**config.mk**
```make
export PLATFORM = sky130hd
export DESIGN_NAME = micro_sequencer
export DESIGN_NICKNAME = d
export VERILOG_FILES = /design/src/rtl/micro_sequencer.sv
export SDC_FILE = /design/constraint.sdc
export NUM_CORES = 1
export LEC_CHECK = 0
export ABC_AREA = 1
export CORE_AREA = 4 4 51 44
export DETAILED_ROUTE_END_ITERATION = 10
export DIE_AREA = 0 0 55 48
export PLACE_DENSITY = 0.78
export SLEW_MARGIN = 20
export SYNTH_ARGS = -nofsm -noshare
export SYNTH_HDL_FRONTEND = slang
export SYNTH_SLANG_ARGS = --single-unit
```
**constraint.sdc**
```tcl
create_clock -name clk -period 3.1 [get_ports clk]
set_input_delay 0.62 -clock clk [delete_from_list [all_inputs] [get_ports clk]]
set_output_delay 0.62 -clock clk [all_outputs]
set_load 0.02 [all_outputs]
```
**src/rtl/micro_sequencer.sv**
```systemverilog
// micro_sequencer: expands CALL/RET into micro-op sequences and tags the immediate word
// of two-word instructions. Define SEQ_RTI_EN to also expand RTI into POPF/POPPcLow/POPPchigh.
module micro_sequencer (
    input  logic       clk,
    input  logic       rst,
    input  logic [5:0] InstrOpcode,
    input  logic       InstrValid,
    input  logic       stallLD,
    input  logic       Flush,
    output logic [5:0] Opcode,
    output logic       FirstBit,
    output logic       HoldFetch,
    output logic       SeqBusy
);

    localparam int unsigned OP_W = 6;

    localparam logic [OP_W-1:0] OP_NOP    = 6'b001_000;
    localparam logic [OP_W-1:0] OP_CALL   = 6'b011_100;
    localparam logic [OP_W-1:0] OP_PUSH_H = 6'b111_010;
    localparam logic [OP_W-1:0] OP_PUSH_L = 6'b111_011;
    localparam logic [OP_W-1:0] OP_POP_H  = 6'b011_110;
    localparam logic [OP_W-1:0] OP_POP_L  = 6'b011_111;
    localparam logic [OP_W-1:0] OP_RET    = 6'b110_000;
    localparam logic [OP_W-1:0] OP_LDM    = 6'b010_010;
    localparam logic [OP_W-1:0] OP_SHL    = 6'b000_101;
    localparam logic [OP_W-1:0] OP_SHR    = 6'b000_110;

`ifdef SEQ_RTI_EN
    localparam logic [OP_W-1:0] OP_POPF   = 6'b011_101;
    localparam logic [OP_W-1:0] OP_RTI    = 6'b110_001;
    localparam int unsigned     STEP_W    = 3;
    localparam int unsigned     STEP_MAX  = 4;
`else
    localparam int unsigned     STEP_W    = 2;
    localparam int unsigned     STEP_MAX  = 3;
`endif

    typedef enum logic [3:0] {
        IDLE,
        IMM,
        CALL_L,
        CALL_J,
        RET_H,
        RET_B
`ifdef SEQ_RTI_EN
        ,
        RTI_L,
        RTI_H,
        RTI_B
`endif
    } state_t;

    state_t              state_q, state_d;
    logic [OP_W-1:0]     opcode_d;
    logic                first_d;
    logic [STEP_W-1:0]   step_q, step_d;
    logic [STEP_W-1:0]   step_inc;
    logic                step_at_max;

    assign step_at_max = (step_q == STEP_W'(STEP_MAX));
    assign step_inc    = step_at_max ? step_q : step_q + STEP_W'(1);

    assign HoldFetch = stallLD | ((state_q != IDLE) && (state_q != IMM));
    assign SeqBusy   = (state_q != IDLE);

    // State, issued micro-op and step counter.
    always_ff @(posedge clk or posedge rst) begin
        if (rst) begin
            state_q  <= IDLE;
            Opcode   <= OP_NOP;
            FirstBit <= 1'b0;
            step_q   <= '0;
        end else begin
            state_q  <= state_d;
            Opcode   <= opcode_d;
            FirstBit <= first_d;
            step_q   <= step_d;
        end
    end

    // Priority: Flush, then stall, then watchdog, then the normal sequence step.
    always_comb begin
        state_d  = state_q;
        opcode_d = Opcode;
        first_d  = 1'b0;
        step_d   = step_q;

        if (Flush) begin
            state_d  = IDLE;
            opcode_d = OP_NOP;
            step_d   = '0;
        end else if (stallLD) begin
            state_d  = state_q;
        end else if ((state_q != IDLE) && step_at_max) begin
            state_d  = IDLE;
            opcode_d = OP_NOP;
            step_d   = '0;
        end else begin
            case (state_q)
                IDLE: begin
                    if (!InstrValid) begin
                        opcode_d = OP_NOP;
                    end else begin
                        case (InstrOpcode)
                            OP_CALL: begin
                                opcode_d = OP_PUSH_H;
                                state_d  = CALL_L;
                            end
                            OP_RET: begin
                                opcode_d = OP_POP_L;
                                state_d  = RET_H;
                            end
                            OP_LDM, OP_SHL, OP_SHR: begin
                                opcode_d = InstrOpcode;
                                state_d  = IMM;
                            end
`ifdef SEQ_RTI_EN
                            OP_RTI: begin
                                opcode_d = OP_POPF;
                                state_d  = RTI_L;
                            end
`endif
                            default: opcode_d = InstrOpcode;
                        endcase
                    end
                end
                IMM: begin
                    opcode_d = OP_NOP;
                    first_d  = 1'b1;
                    state_d  = IDLE;
                end
                CALL_L: begin
                    opcode_d = OP_PUSH_L;
                    state_d  = CALL_J;
                end
                CALL_J: begin
                    opcode_d = OP_CALL;
                    state_d  = IDLE;
                end
                RET_H: begin
                    opcode_d = OP_POP_H;
                    state_d  = RET_B;
                end
                RET_B: begin
                    opcode_d = OP_NOP;
                    state_d  = IDLE;
                end
`ifdef SEQ_RTI_EN
                RTI_L: begin
                    opcode_d = OP_POP_L;
                    state_d  = RTI_H;
                end
                RTI_H: begin
                    opcode_d = OP_POP_H;
                    state_d  = RTI_B;
                end
                RTI_B: begin
                    opcode_d = OP_NOP;
                    state_d  = IDLE;
                end
`endif
                default: begin
                    opcode_d = OP_NOP;
                    state_d  = IDLE;
                end
            endcase
            step_d = (state_d == IDLE) ? '0 : step_inc;
        end
    end

endmodule

```
# Yosys cells after proc, flatten, opt, wreduce, memory -nomap -nowiden
# Cells that the tools add are included.
dict set report classes {
  addsub 1
  reduce_logical 7
  eq_ne 13
  bitwise_logic 1
  n_mux 24
}
# operator n
set op_table {}
lappend op_table {{$mux W4} 7}
lappend op_table {{$mux W6} 4}
lappend op_table {{$pmux W4 S3} 2}
lappend op_table {{$pmux W6 S4} 1}
lappend op_table {{$eq A6 B3 Y1 const B} 2}
lappend op_table {{$eq A6 B5 Y1 const B} 2}
lappend op_table {{$pmux W6 S2} 1}
lappend op_table {{$mux W2} 5}
lappend op_table {{$eq A4 B2 Y1 const B} 2}
lappend op_table {{$logic_not A4 Y1} 2}
lappend op_table {{$eq A6 B6 Y1 const B} 1}
lappend op_table {{$eq A4 B1 Y1 const B} 1}
lappend op_table {{$eq A4 B3 Y1 const B} 1}
lappend op_table {{$mux W1} 4}
lappend op_table {{$ne A4 B1 Y1 const B} 1}
lappend op_table {{$ne A4 B2 Y1 const B} 1}
lappend op_table {{$reduce_bool A4 Y1} 1}
lappend op_table {{$reduce_or A3 Y1} 1}
lappend op_table {{$add A2 B1 Y2 const B} 1}
lappend op_table {{$eq A2 B2 Y1 const B} 1}
lappend op_table {{$logic_and A1 B1 Y1} 2}
lappend op_table {{$ne A2 B1 Y1 const B} 1}
lappend op_table {{$reduce_and A2 Y1} 1}
lappend op_table {{$or A1 B1 Y1} 1}
dict set report totals {
  inputBits 11
  output_inout_bits 9
  register_bits 13
  wordCells 50
}

# Logic depth before layout (Yosys ltp)
# Gate-level depths: netlist of the first run.
dict set report depth {
  word_depth 13
  depth_mapped 14
  ltp_nobuf 14
}

# Worst setup path after synthesis of the first run
# No wires, ideal clock.
dict set report synth_path {
  path_kind {input-to-reg}
  from {input port InstrOpcode[0]}
  to {register step_q[0]}
  path_buffers 0
  cell_stages 14
  slack_ns 1.527
  t_arrival_ns 1.456
  path_cell_list {nor2_4 -> nor2_2 -> nand2_1 -> inv_1 -> nand2_2 -> nand2_2 -> nand2_2 -> nand2_1 -> nor2_1 -> nand2_1 -> nand3_1 -> nand2_1 -> nand2_1 -> nand2_1}
}
dict set report synth_between {
  elab_chain_cells 13
}
# item line_no
set synth_lines {}
lappend synth_lines {{start: declaration} 6} ;# input logic [5:0] InstrOpcode,
lappend synth_lines {{$eq A6 B5 Y1 / $eq A6 B3 Y1 (equally long branches)} 105} ;# case (InstrOpcode)
lappend synth_lines {{$reduce_or A3 Y1} 105}
lappend synth_lines {{$pmux W4 S3 *} 105}
lappend synth_lines {{$mux W4 *} 102} ;# if (!InstrValid) begin
lappend synth_lines {{$pmux W4 S3 *} 100} ;# case (state_q)
lappend synth_lines {{$mux W4 *} 95} ;# end else if ((state_q != IDLE) && step_at_max) begin
lappend synth_lines {{$mux W4 *} 93} ;# end else if (stallLD) begin
lappend synth_lines {{$mux W4 *} 89} ;# if (Flush) begin
lappend synth_lines {{$logic_not A4 Y1 *} 168} ;# step_d = (state_d == IDLE) ? '0 : step_inc;
lappend synth_lines {{$mux W2} 168}
lappend synth_lines {{$mux W2} 95}
lappend synth_lines {{$mux W2} 93}
lappend synth_lines {{$mux W2} 89}
lappend synth_lines {{end signal: assignment} 78} ;# step_q <= step_d;
lappend synth_lines {{end: declaration} 57} ;# logic [STEP_W-1:0] step_q, step_d;
# Mark *: on every way between the ends. The rest lies on a longest branch, timed or not. The select of a mux whose other input is x is not followed.
# A chain may end at the register's enable or synchronous reset.

# Worst setup path after layout of the first run
dict set report layout_path {
  from {input port stallLD}
  to {output port HoldFetch}
}
dict set report layout_between {
  elab_chain_cells 1
}
# item line_no
set layout_lines {}
lappend layout_lines {{start: declaration} 8} ;# input logic stallLD,
lappend layout_lines {{$or A1 B1 Y1} 64} ;# assign HoldFetch = stallLD | ((state_q != IDLE) && (state_q != IMM));
lappend layout_lines {{end: declaration} 12} ;# output logic HoldFetch,
# Every way passes these cells.

==> PnR_summary.wiki, run 1 <==
{| class="wikitable"
! Metric !! Value
|-
| Run status || complete, no violations
|-
| Worst voltage drop across the vdd grid || 0.227 mV
|-
| Clock Tree Buf Depth || 2
|-
| Pre-antenna DRT Iters || 4
|-
| Total I/O pin count || 20
|-
| Worst path cell trace || clkdlybuf4s50_1 > inv_1 > nand3_1 > clkdlybuf4s50_1
|-
| Final clock skew || 4.84 ps
|-
| Final count of hold timing violations || 0
|-
| Endpoint arrival time on the critical path || 1860 ps
|-
| Cell type with the largest total area after synthesis || sky130_fd_sc_hd__dfrtp_1
|-
| Largest stage delay, worst path || 600 ps
|-
| Number of fillers in the final layout || 158
|-
| Synth top area cells || sky130_fd_sc_hd__dfrtp_1 (34%), sky130_fd_sc_hd__nand2_1 (11%), sky130_fd_sc_hd__nor2_1 (9.4%)
|-
| Average wire per cell in the routed design || around 11 µm
|-
| Final #Nets || 163
|-
| Post-synth ARST share || 100%
|-
| Clock root buffer || sky130_fd_sc_hd__clkbuf_4
|-
| Total via count after detailed routing || 859
|-
| Share of Yosys cell area claimed by the top area cell type || about a third
|-
| Fraction of layout cells with a size suffix above 1 || 15.3%
|-
| Net switching fraction of the power || 26.4%
|-
| CP endpoint kind || output port
|-
| Growth of design area from synthesis to finish || 28.1%
|-
| Post-CTS Hold Buffers || 0
|-
| Startpoint types || input port
|-
| Via density || 4.94
|-
| Library cells used by synthesis || 24
|-
| Insertion delay to the later sink of the worst-skew pair || 280 ps
|-
| Final-report setup violation count || 0
|-
| Critical Path Source || stallLD
|-
| Sequential-to-total area share from yosys stat || 37.3%
|-
| Number of warnings printed during yosys synthesis || 0
|-
| Total overflow reported by the global router || 0
|-
| Summed negative setup slack over all endpoints || 0 ps
|-
| Average cell area after synthesis || 6.90 µm²
|-
| Initial core utilization || 49.5%
|-
| Max cap viols || 0
|-
| Final wirelength || approximately 1900 µm
|-
| Switching Power || a little over 0.09 mW
|-
| Number of port buffers || 19
|-
| Total clock buffers created by CTS || 3
|-
| Library cell contributing the largest single delay on the critical path || sky130_fd_sc_hd__clkdlybuf4s50_1
|-
| H-Tree Depth || 1
|-
| Die Footprint || ~2600 µm²
|-
| Standard-cell rows || 14
|-
| Netlist area before placement || 876 µm²
|-
| Sum of internal, switching and leakage power || 0.343 mW
|-
| Vertical die dimension || 48 µm
|-
| Final ANT Viol Nets || 0
|-
| Post-layout min period || between 2000 and 2500 ps
|-
| Share of the clock period used by the worst path after layout || 80.1%
|-
| Maximum fanout along the worst path || 3
|-
| Transition at the pin with the smallest max-transition slack || 474 ps
|-
| Post-synth EDFFs || 0
|-
| Final instance area || 1120 µm²
|-
| Commonest register cell after synthesis || sky130_fd_sc_hd__dfrtp_1
|-
| Setup repair bufs after CTS || 0
|-
| Cells after Synth || 127
|-
| Flop2flop setup slack || 1580 ps
|-
| RSZ-0062 raised after global routing || no
|-
| Gp weighted congestion || between 0.8 and 0.9
|-
| Clock Sink Count || 13
|-
| Mapped Nets || roughly 140
|-
| Via count of the first global-routing pass || a little under 800
|-
| Relative contribution of combinational cells to total power || between 10% and 20%
|-
| Clock share of power || a little under 30%
|-
| Std-Cell Core Area || 1770 µm²
|-
| Top cell by count, worst path || sky130_fd_sc_hd__clkdlybuf4s50_1
|-
| Detailed Place HPWL || 1510 µm
|-
| Number of pins with negative max-slew slack in the final report || 0
|-
| Antenna diode count || 0
|-
| Clock slew at the register clock pins of the worst setup and hold paths || 70 ps
|-
| CP top delay family || buffers and inverters
|-
| Total routing usage reported by global routing || about 17%
|-
| Top achievable clock speed || roughly 400 MHz
|-
| Internal cell power || 0.252 mW
|-
| Iteration-0 DRC Markers || 22
|-
| First-pass GRT wire length || 3190 µm
|-
| Quantity of gates resized following cts || 0
|-
| Number of antenna violations at the first check in global routing || 0
|-
| Cell area after placement || 1100 µm²
|-
| Flop and latch count out of synthesis || 13
|-
| Hold Crit Class || flip-flop to flip-flop
|-
| Worst path buffer plus inverter count || 3
|-
| Pin count of the biggest net entering global routing || 14
|-
| Residual DRC || 0
|-
| Worst Path Class, Setup || input port to output port
|-
| Commonest non-fill, non-tap cell in the layout || sky130_fd_sc_hd__nand2_1
|-
| Data required time of the critical path || around 2500 ps
|-
| TritonCTS clock tree || yes
|-
| Startpoint of the worst-slack reg-to-reg timing path || state_q[3]
|-
| Static Leakage || ~0.57 nW
|-
| Worst hold start || Opcode[0]
|-
| Pwr per Cell Area || 305 nW/µm²
|-
| Slew Limit Headroom || approximately 68%
|-
| Highest-count cells in the layout ignoring fill and taps || sky130_fd_sc_hd__nand2_1 (25), sky130_fd_sc_hd__nor2_1 (22), sky130_fd_sc_hd__inv_1 (19), sky130_fd_sc_hd__clkdlybuf4s50_1 (19), sky130_fd_sc_hd__dfrtp_1 (12)
|-
| Register share of total power || 51.2%
|-
| Chip Width || 55 µm
|}
==> cell families after synthesis <==
group,synth area share [%]
AND/OR/NAND/NOR,40.4
flip-flops,37.3
adder cells (fa/ha/maj),1.43
AO/OA/AOI/OAI,10.6
buffers and inverters,10.3
==> registers in the layout (all words and copies together) (netlist names) <==
signal / cells
Opcode: 6
state_q: 4
step_q: 2
FirstBit: 1
==> layout make-up <==
type / count / area [µm²] / share of cell area [%]
Inverter: 24 / 90.1 / 8.03
Timing Repair Buffer: 19 / 190 / 16.9
Multi-Input combinational cell: 90 / 459 / 40.9
Sequential cell: 13 / 327 / 29.1
Tap cell: 24 / 30.0 / 2.68
Clock buffer: 4 / 26.3 / 2.34
==> power by group through the flow <==
stage	sequential (mW)	clock (mW)	combinational [mW]
2_1_floorplan	0.183	0	0.0296
3_3_place_gp	0.179	0	0.0646
3_5_place_dp	0.179	0	0.0653
4_1_cts	0.175	0.107	0.0657
5_1_grt	0.176	0.113	0.0715
6_report	0.175	0.102	0.0652
==> path summary, 6_finish.rpt <==
| check | depth (start not counted) | end |
|---|---|---|
| worst max-delay path | 4 | HoldFetch |
| worst min-delay path | 2 | Opcode[0] |
| worst max register to register | 7 | Opcode[2] |
| worst min register to register | 2 | Opcode[0] |
| max in group asynchronous | 2 | Opcode[3] |
| min in group asynchronous | 2 | state_q[3] |
==> synth_stat cells, drive strengths merged, types with 3 or more instances <==
cell	number
dfrtp	12
nand4	3
inv	24
nand3	9
nor2	28
nand2	31
o21ai	7
a21oi	4
==> tightest hold or removal path, stage by stage, from the launching register on <==
cell and delay, ps:
sky130_fd_sc_hd__dfrtp_1 350, sky130_fd_sc_hd__nand2_1 50, sky130_fd_sc_hd__o21ai_1 60
==> per-stage QoR <==
| step | util (%) | setup WS [ps] | cells | hold WS, ps |
|---|---|---|---|---|
| after CTS | 63.4 | 613 | 174 | 495 |
| final | 63.4 | 617 | 174 | 490 |
| after global placement | 62.0 | 617 | 170 | 471 |
| after floorplan | - | 1530 | 127 | 446 |
| after detailed placement | 62.0 | 612 | 170 | 470 |
| after global routing | 63.4 | 585 | 174 | 523 |
==> per-layer routing <==
metal	track usage (%)	routed length [µm]	part of all wire, %
met1	22.7	893	47
met4	2.91	23	1.2
met2	27.1	841	45
met5	0	0	0
met3	5.61	124	6.6
(Power assumes the default switching activity.)
==> run 2, diff against run 1 <==
--- a/config.mk
+++ b/config.mk
@@ -6,10 +6,10 @@
 export NUM_CORES = 1
 export LEC_CHECK = 0
 export ABC_AREA = 1
-export CORE_AREA = 4 4 51 44
+export CORE_AREA = 4 4 53 46
 export DETAILED_ROUTE_END_ITERATION = 10
-export DIE_AREA = 0 0 55 48
-export PLACE_DENSITY = 0.78
+export DIE_AREA = 0 0 57 50
+export PLACE_DENSITY = 0.72
 export SLEW_MARGIN = 20
 export SYNTH_ARGS = -nofsm -noshare
 export SYNTH_HDL_FRONTEND = slang
==> constraint.sdc (replaced) <==
create_clock -name clk -period 2.5 [get_ports clk]
set_input_delay 0.5 -clock clk [delete_from_list [all_inputs] [get_ports clk]]
set_output_delay 0.5 -clock clk [all_outputs]
set_load 0.02 [all_outputs]
==> run 2 against run 1 <==
Net effect:
- clock skew up 5.8 ps
- flip-flop and latch count is the same
- final cell count rose by 0.57%
- worst setup slack lost 360 ps
- first-iteration DRC count is 41% lower
- combinational power increased by 27%
==> PnR_summary.wiki, run 2 (synthesized netlist as in run 1, its figures left out) <==
{| class="wikitable"
! Metric !! Value
|-
| Run status || complete, no violations
|-
| Top achievable clock speed || 446 MHz
|-
| Maximum fanout along the worst path || 3
|-
| Final wirelength || 2010 µm
|-
| Path depth of the worst reg2reg path || 7
|-
| Final ANT Viol Nets || 0
|-
| Total routing usage reported by global routing || 16.1%
|-
| Antenna diode count || 0
|-
| Worst path cell trace || clkdlybuf4s50_1 > inv_1 > nand3_1 > clkdlybuf4s50_1
|-
| RSZ-0062 raised after global routing || no
|-
| Number of pins with negative max-slew slack in the final report || 0
|-
| Std-Cell Core Area || 1860 µm²
|-
| Number of antenna violations at the first check in global routing || 0
|-
| Max cap viols || 0
|-
| Pin count of the biggest net entering global routing || 14
|-
| Clock slew at the register clock pins of the worst setup and hold paths || roughly 70 ps
|-
| Wire length on met3 || 108 µm
|-
| Post-Place Setup Slack || 248 ps
|-
| Quantity of gates resized following cts || 0
|-
| Pre-antenna DRT Iters || 4
|-
| Standard-cell rows || 14
|-
| H-Tree Depth || 1
|-
| Residual DRC || 0
|-
| Average wire per cell in the routed design || 11.5 µm
|-
| Max FFs per register || 6
|-
| Total overflow reported by the global router || 0
|-
| Hold Crit Class || flip-flop to flip-flop
|-
| Critical Path Source || stallLD
|-
| Worst setup path end || HoldFetch
|-
| Total I/O pin count || 20
|-
| Post-CTS Hold Buffers || 0
|-
| Reg-to-Reg End || Opcode[2]
|-
| Final count of hold timing violations || 0
|-
| Worst Path Class, Setup || input port to output port
|-
| Worst voltage drop across the vdd grid || approximately 0.34 mV
|-
| Number of fillers in the final layout || around 190
|-
| First-pass GRT wire length || 3490 µm
|-
| Endpoint arrival time on the critical path || 1740 ps
|-
| Largest stage delay, worst path || 600 ps
|-
| Number of cells in the design after placement || 171
|-
| Number of port buffers || 19
|-
| Chip Width || 57 µm
|-
| Clock root buffer || sky130_fd_sc_hd__clkbuf_4
|-
| Fraction of layout cells with a size suffix above 1 || 15.9%
|-
| Via density || 5.02
|-
| Reg area || 327 µm²
|-
| Final Util || 60.8%
|-
| Register containing the most flip-flops in the final layout || Opcode
|-
| Met1 Routed Length || 913 µm
|-
| Length of routed met2 wiring || 955 µm
|-
| Iteration-0 DRC Markers || 13
|-
| Initial core utilization || 47.2%
|-
| Startpoint of the worst-slack reg-to-reg timing path || state_q[3]
|-
| Sum of internal, switching and leakage power || 0.435 mW
|-
| Highest metal used || met4
|-
| CP endpoint kind || output port
|-
| Total via count after detailed routing || approximately 900
|-
| Final-report setup violation count || 0
|-
| Startpoint types || input port
|-
| Final clock skew || roughly 11 ps
|-
| Worst hold path cell count || 2
|-
| Non-filler instance count after layout || 175
|-
| CP top delay family || buffers and inverters
|-
| Share of the clock period used by the worst path after layout || 89.6%
|-
| Die Footprint || 2850 µm²
|-
| Stages on worst setup path || 4
|-
| Flop2flop setup slack || 930 ps
|-
| Data required time of the critical path || about 2000 ps
|-
| Largest regs || Opcode (6), state_q (4), step_q (2)
|-
| Gp weighted congestion || 0.871
|-
| Transition at the pin with the smallest max-transition slack || between 500 and 600 ps
|-
| Detailed Place HPWL || 1640 µm
|-
| Slew Limit Headroom || 65.9%
|-
| Insertion delay to the later sink of the worst-skew pair || 290 ps
|-
| Via count of the first global-routing pass || 768
|-
| Summed negative setup slack over all endpoints || 0 ps
|-
| Worst path buffer plus inverter count || 3
|-
| TritonCTS clock tree || yes
|-
| Setup repair bufs after CTS || 0
|-
| Static Leakage || 0.575 nW
|-
| Footprint of the multi-input gates || around 460 µm²
|-
| Clock Tree Buf Depth || 2
|-
| Highest-count cells in the layout ignoring fill and taps || sky130_fd_sc_hd__nand2_1 (25), sky130_fd_sc_hd__nor2_1 (22), sky130_fd_sc_hd__inv_1 (19), sky130_fd_sc_hd__clkdlybuf4s50_1 (19), sky130_fd_sc_hd__dfrtp_1 (12)
|-
| Growth of design area from synthesis to finish || 29.0%
|-
| Post-layout min period || 2240 ps
|-
| Clock Sink Count || 13
|-
| Total clock buffers created by CTS || 3
|-
| Final critical-path setup slack || 260 ps
|-
| Commonest non-fill, non-tap cell in the layout || sky130_fd_sc_hd__nand2_1
|-
| Final #Nets || 164
|-
| Vertical die dimension || 50 µm
|-
| Pwr per Cell Area || 385 nW/µm²
|-
| Top cell by count, worst path || sky130_fd_sc_hd__clkdlybuf4s50_1
|-
| Library cell contributing the largest single delay on the critical path || sky130_fd_sc_hd__clkdlybuf4s50_1
|}
run 2: changes by cell type in the layout (fill, tap and decap cells not counted):
| cell | change |
|---|---|
| sky130_fd_sc_hd__buf_4 | +1 |
run 2: power by group:
| group | total (mW) | switching [mW] | internal (mW) |
|---|---|---|---|
| Sequential | 0.217 | 0.00241 | 0.215 |
| Clock | 0.135 | 0.0731 | 0.0620 |
| Combinational | 0.0825 | 0.0461 | 0.0365 |
| Total | 0.435 | 0.122 | 0.313 |
run 2: worst min-delay path: cells and delay by family, from the launching register on:
kind               cells  cell delay (ps)
DFF                    1              340
and+or+nand+nor        1               50
AOI/OAI and AO/OA      1               60
run 2: area by class of cell:
type	instances	area share [%]
multi-input cells	90	40.6
flip-flops and latches	13	28.9
clock buffers	4	2.33
inverters	24	7.97
well taps	24	2.66
repair buffers	20	17.5
run 2: per-stage QoR:
stage | instance area, µm² | hold WS [ps]
after floorplan | 876 | 376
after global placement | 1100 | 470
after detailed placement | 1100 | 480
after CTS | 1130 | 499
after global routing | 1130 | 522
final | 1130 | 492
run 2: metal layers:
layer / vias to the layer above / track usage [%]
li1: 450 / -
met1: 404 / 21.3
met2: 20 / 24.3
met3: 4 / 4.70
met4: 0 / 6.95
met5: - / 0
run 2: worst min-delay path by stage:
| stage | from | end |
|---|---|---|
| 3_5_place_dp | Opcode[1] | Opcode[1] |
| 4_1_cts | Opcode[1] | Opcode[1] |
| 2_1_floorplan | rst | FirstBit |
| 6_report | Opcode[1] | Opcode[1] |
| 5_1_grt | Opcode[1] | Opcode[1] |
| 3_3_place_gp | step_q[1] | step_q[1] |
==> run 3, diff against run 2 <==
--- a/config.mk
+++ b/config.mk
@@ -6,7 +6,9 @@
 export NUM_CORES = 1
 export LEC_CHECK = 0
 export ABC_AREA = 1
+export CAP_MARGIN = 20
 export CORE_AREA = 4 4 53 46
+export CTS_BUF_LIST = sky130_fd_sc_hd__clkbuf_4 sky130_fd_sc_hd__clkbuf_8 sky130_fd_sc_hd__clkbuf_16
 export DETAILED_ROUTE_END_ITERATION = 10
 export DIE_AREA = 0 0 57 50
 export PLACE_DENSITY = 0.72
==> run 3 against run 2 <==
Net effect:
- via count shrank 0.68%
- combinational power is essentially flat
- count of clock-buffer cells in the layout did not move
- core utilization up 0.20 points
- first-iteration DRC count unchanged
- hold slack barely moved
- critical path type unchanged
==> PnR_summary.wiki, run 3 (synthesized netlist as in run 1, its figures left out) <==
{| class="wikitable"
! Metric !! Value
|-
| Chip Width || 57 µm
|-
| Quantity of gates resized following cts || 0
|-
| Total I/O pin count || 20
|-
| Run status || complete, no violations
|-
| Total clock buffers created by CTS || 3
|-
| Top achievable clock speed || 446 MHz
|-
| Worst path buffer plus inverter count || 3
|-
| Maximum fanout along the worst path || 3
|-
| Reg area || roughly 330 µm²
|-
| Via density || 4.98
|-
| H-Tree Depth || 1
|-
| Library cell contributing the largest single delay on the critical path || sky130_fd_sc_hd__clkdlybuf4s50_1
|-
| Max FFs per register || 6
|-
| Endpoint arrival time on the critical path || 1740 ps
|-
| Path depth of the worst reg2reg path || 7
|-
| Fraction of layout cells with a size suffix above 1 || approximately 17%
|-
| RSZ-0062 raised after global routing || no
|-
| First-pass GRT wire length || 3500 µm
|-
| Reg-to-Reg End || Opcode[2]
|-
| Pwr per Cell Area || 392 nW/µm²
|-
| Max cap viols || 0
|-
| Number of antenna violations at the first check in global routing || 0
|-
| Transition at the pin with the smallest max-transition slack || 510 ps
|-
| Antenna diode count || 0
|-
| Tightest hold margin || 492 ps
|-
| Std-Cell Core Area || 1860 µm²
|-
| Clock Sink Count || 13
|-
| Register containing the most flip-flops in the final layout || Opcode
|-
| Number of port buffers || 19
|-
| Total overflow reported by the global router || 0
|-
| Pin count of the biggest net entering global routing || 14
|-
| Detailed Place HPWL || about 1600 µm
|-
| Slew Limit Headroom || 66.0%
|-
| Clock Tree Buf Depth || 2
|-
| Data required time of the critical path || 2000 ps
|-
| Final wirelength || 2020 µm
|-
| WHS Endpoint || Opcode[1]
|-
| Share of the clock period used by the worst path after layout || between 80% and 90%
|-
| Hold Crit Class || flip-flop to flip-flop
|-
| Final #Nets || 164
|-
| Total routing usage reported by global routing || roughly 16%
|-
| Setup repair bufs after CTS || 0
|-
| Final clock skew || 9.27 ps
|-
| Worst path cell trace || clkdlybuf4s50_1 > inv_1 > nand3_1 > clkdlybuf4s50_1
|-
| Largest regs || Opcode (6), state_q (4), step_q (2)
|-
| Worst Path Class, Setup || input port to output port
|-
| Insertion delay to the later sink of the worst-skew pair || 280 ps
|-
| Static Leakage || 0.578 nW
|-
| CP top delay family || buffers and inverters
|-
| Worst hold path cell count || 2
|-
| Growth of design area from synthesis to finish || 29.4%
|-
| Total via count after detailed routing || 872
|-
| Footprint of the multi-input gates || about 460 µm²
|-
| TritonCTS clock tree || yes
|-
| Worst hold start || Opcode[1]
|-
| Residual DRC || 0
|-
| Startpoint types || input port
|-
| Standard-cell rows || 14
|-
| CP endpoint kind || output port
|-
| Vertical die dimension || 50 µm
|-
| Top cell by count, worst path || sky130_fd_sc_hd__clkdlybuf4s50_1
|-
| Worst voltage drop across the vdd grid || 0.317 mV
|-
| Highest-count cells in the layout ignoring fill and taps || sky130_fd_sc_hd__nand2_1 (25), sky130_fd_sc_hd__nor2_1 (22), sky130_fd_sc_hd__inv_1 (19), sky130_fd_sc_hd__clkdlybuf4s50_1 (19), sky130_fd_sc_hd__dfrtp_1 (12)
|-
| Average wire per cell in the routed design || ~12 µm
|-
| Post-CTS Hold Buffers || 0
|-
| Final ANT Viol Nets || 0
|-
| Number of pins with negative max-slew slack in the final report || 0
|-
| Clock slew at the register clock pins of the worst setup and hold paths || 70 ps
|-
| Initial core utilization || 47.2%
|-
| Largest stage delay, worst path || about 600 ps
|-
| Final count of hold timing violations || 0
|-
| Flop2flop setup slack || 930 ps
|-
| Final-report setup violation count || 0
|-
| Summed negative setup slack over all endpoints || 0 ps
|-
| Number of fillers in the final layout || about 190
|-
| Die Footprint || 2850 µm²
|-
| Clock root buffer || sky130_fd_sc_hd__clkbuf_4
|-
| Iteration-0 DRC Markers || 13
|-
| Pre-antenna DRT Iters || 4
|-
| Commonest non-fill, non-tap cell in the layout || sky130_fd_sc_hd__nand2_1
|-
| Gp weighted congestion || roughly 0.87
|-
| Startpoint of the worst-slack reg-to-reg timing path || state_q[3]
|-
| Via count of the first global-routing pass || 771
|-
| Post-layout min period || 2240 ps
|}
-- run 3: worst max path at each step --
| stage | from | slack [ps] | cells past startpoint | end |
|---|---|---|---|---|
| after floorplan | InstrOpcode[0] | 1050 | 14 | step_q[0] |
| after global placement | stallLD | 250 | 4 | HoldFetch |
| after detailed placement | stallLD | 250 | 4 | HoldFetch |
| after CTS | stallLD | 250 | 4 | HoldFetch |
| after global routing | stallLD | 180 | 4 | HoldFetch |
| final | stallLD | 260 | 4 | HoldFetch |
-- run 3: where the power goes --
part           internal, mW  switching, mW  total [mW]
logic                0.0365         0.0461      0.0826
clock network        0.0729         0.0720       0.145
registers             0.215        0.00242       0.217
total                 0.324          0.121       0.445
-- run 3: tightest hold or removal path, cell delays in order (launching register included) --
cell,delay [ps]
sky130_fd_sc_hd__dfrtp_1,340
sky130_fd_sc_hd__nand2_1,50
sky130_fd_sc_hd__o21ai_1,60
-- run 3: layout make-up --
cell class                 count  share of cell area [%]
tap                           24                    2.65
timing repair buffer          20                    17.4
clock buffer                   4                    2.65
sequential                    13                    28.8
inverter                      24                    7.95
multi-input combinational     90                    40.5
-- run 3: metrics by stage --
| step | instances | instance area, µm² | total power [mW] | utilization (%) | worst slack (ps) |
|---|---|---|---|---|---|
| after floorplan | 127 | 876 | 0.263 | - | 1050 |
| after detailed placement | 171 | 1100 | 0.304 | 59.4 | 248 |
| after CTS | 175 | 1130 | 0.452 | 61.1 | 248 |
| after global placement | 171 | 1100 | 0.303 | 59.4 | 253 |
| final | 175 | 1130 | 0.445 | 61.1 | 259 |
| after global routing | 175 | 1130 | 0.472 | 61.1 | 176 |
-- run 3: routing by layer --
| metal | up-vias | global-route usage, % | part of all wire [%] |
|---|---|---|---|
| li1 | 448 | - | - |
| met1 | 402 | 21.1 | 46 |
| met2 | 18 | 24.5 | 47 |
| met3 | 4 | 4.70 | 4.8 |
| met4 | 0 | 6.95 | 1.8 |
| met5 | - | 0 | 0 |
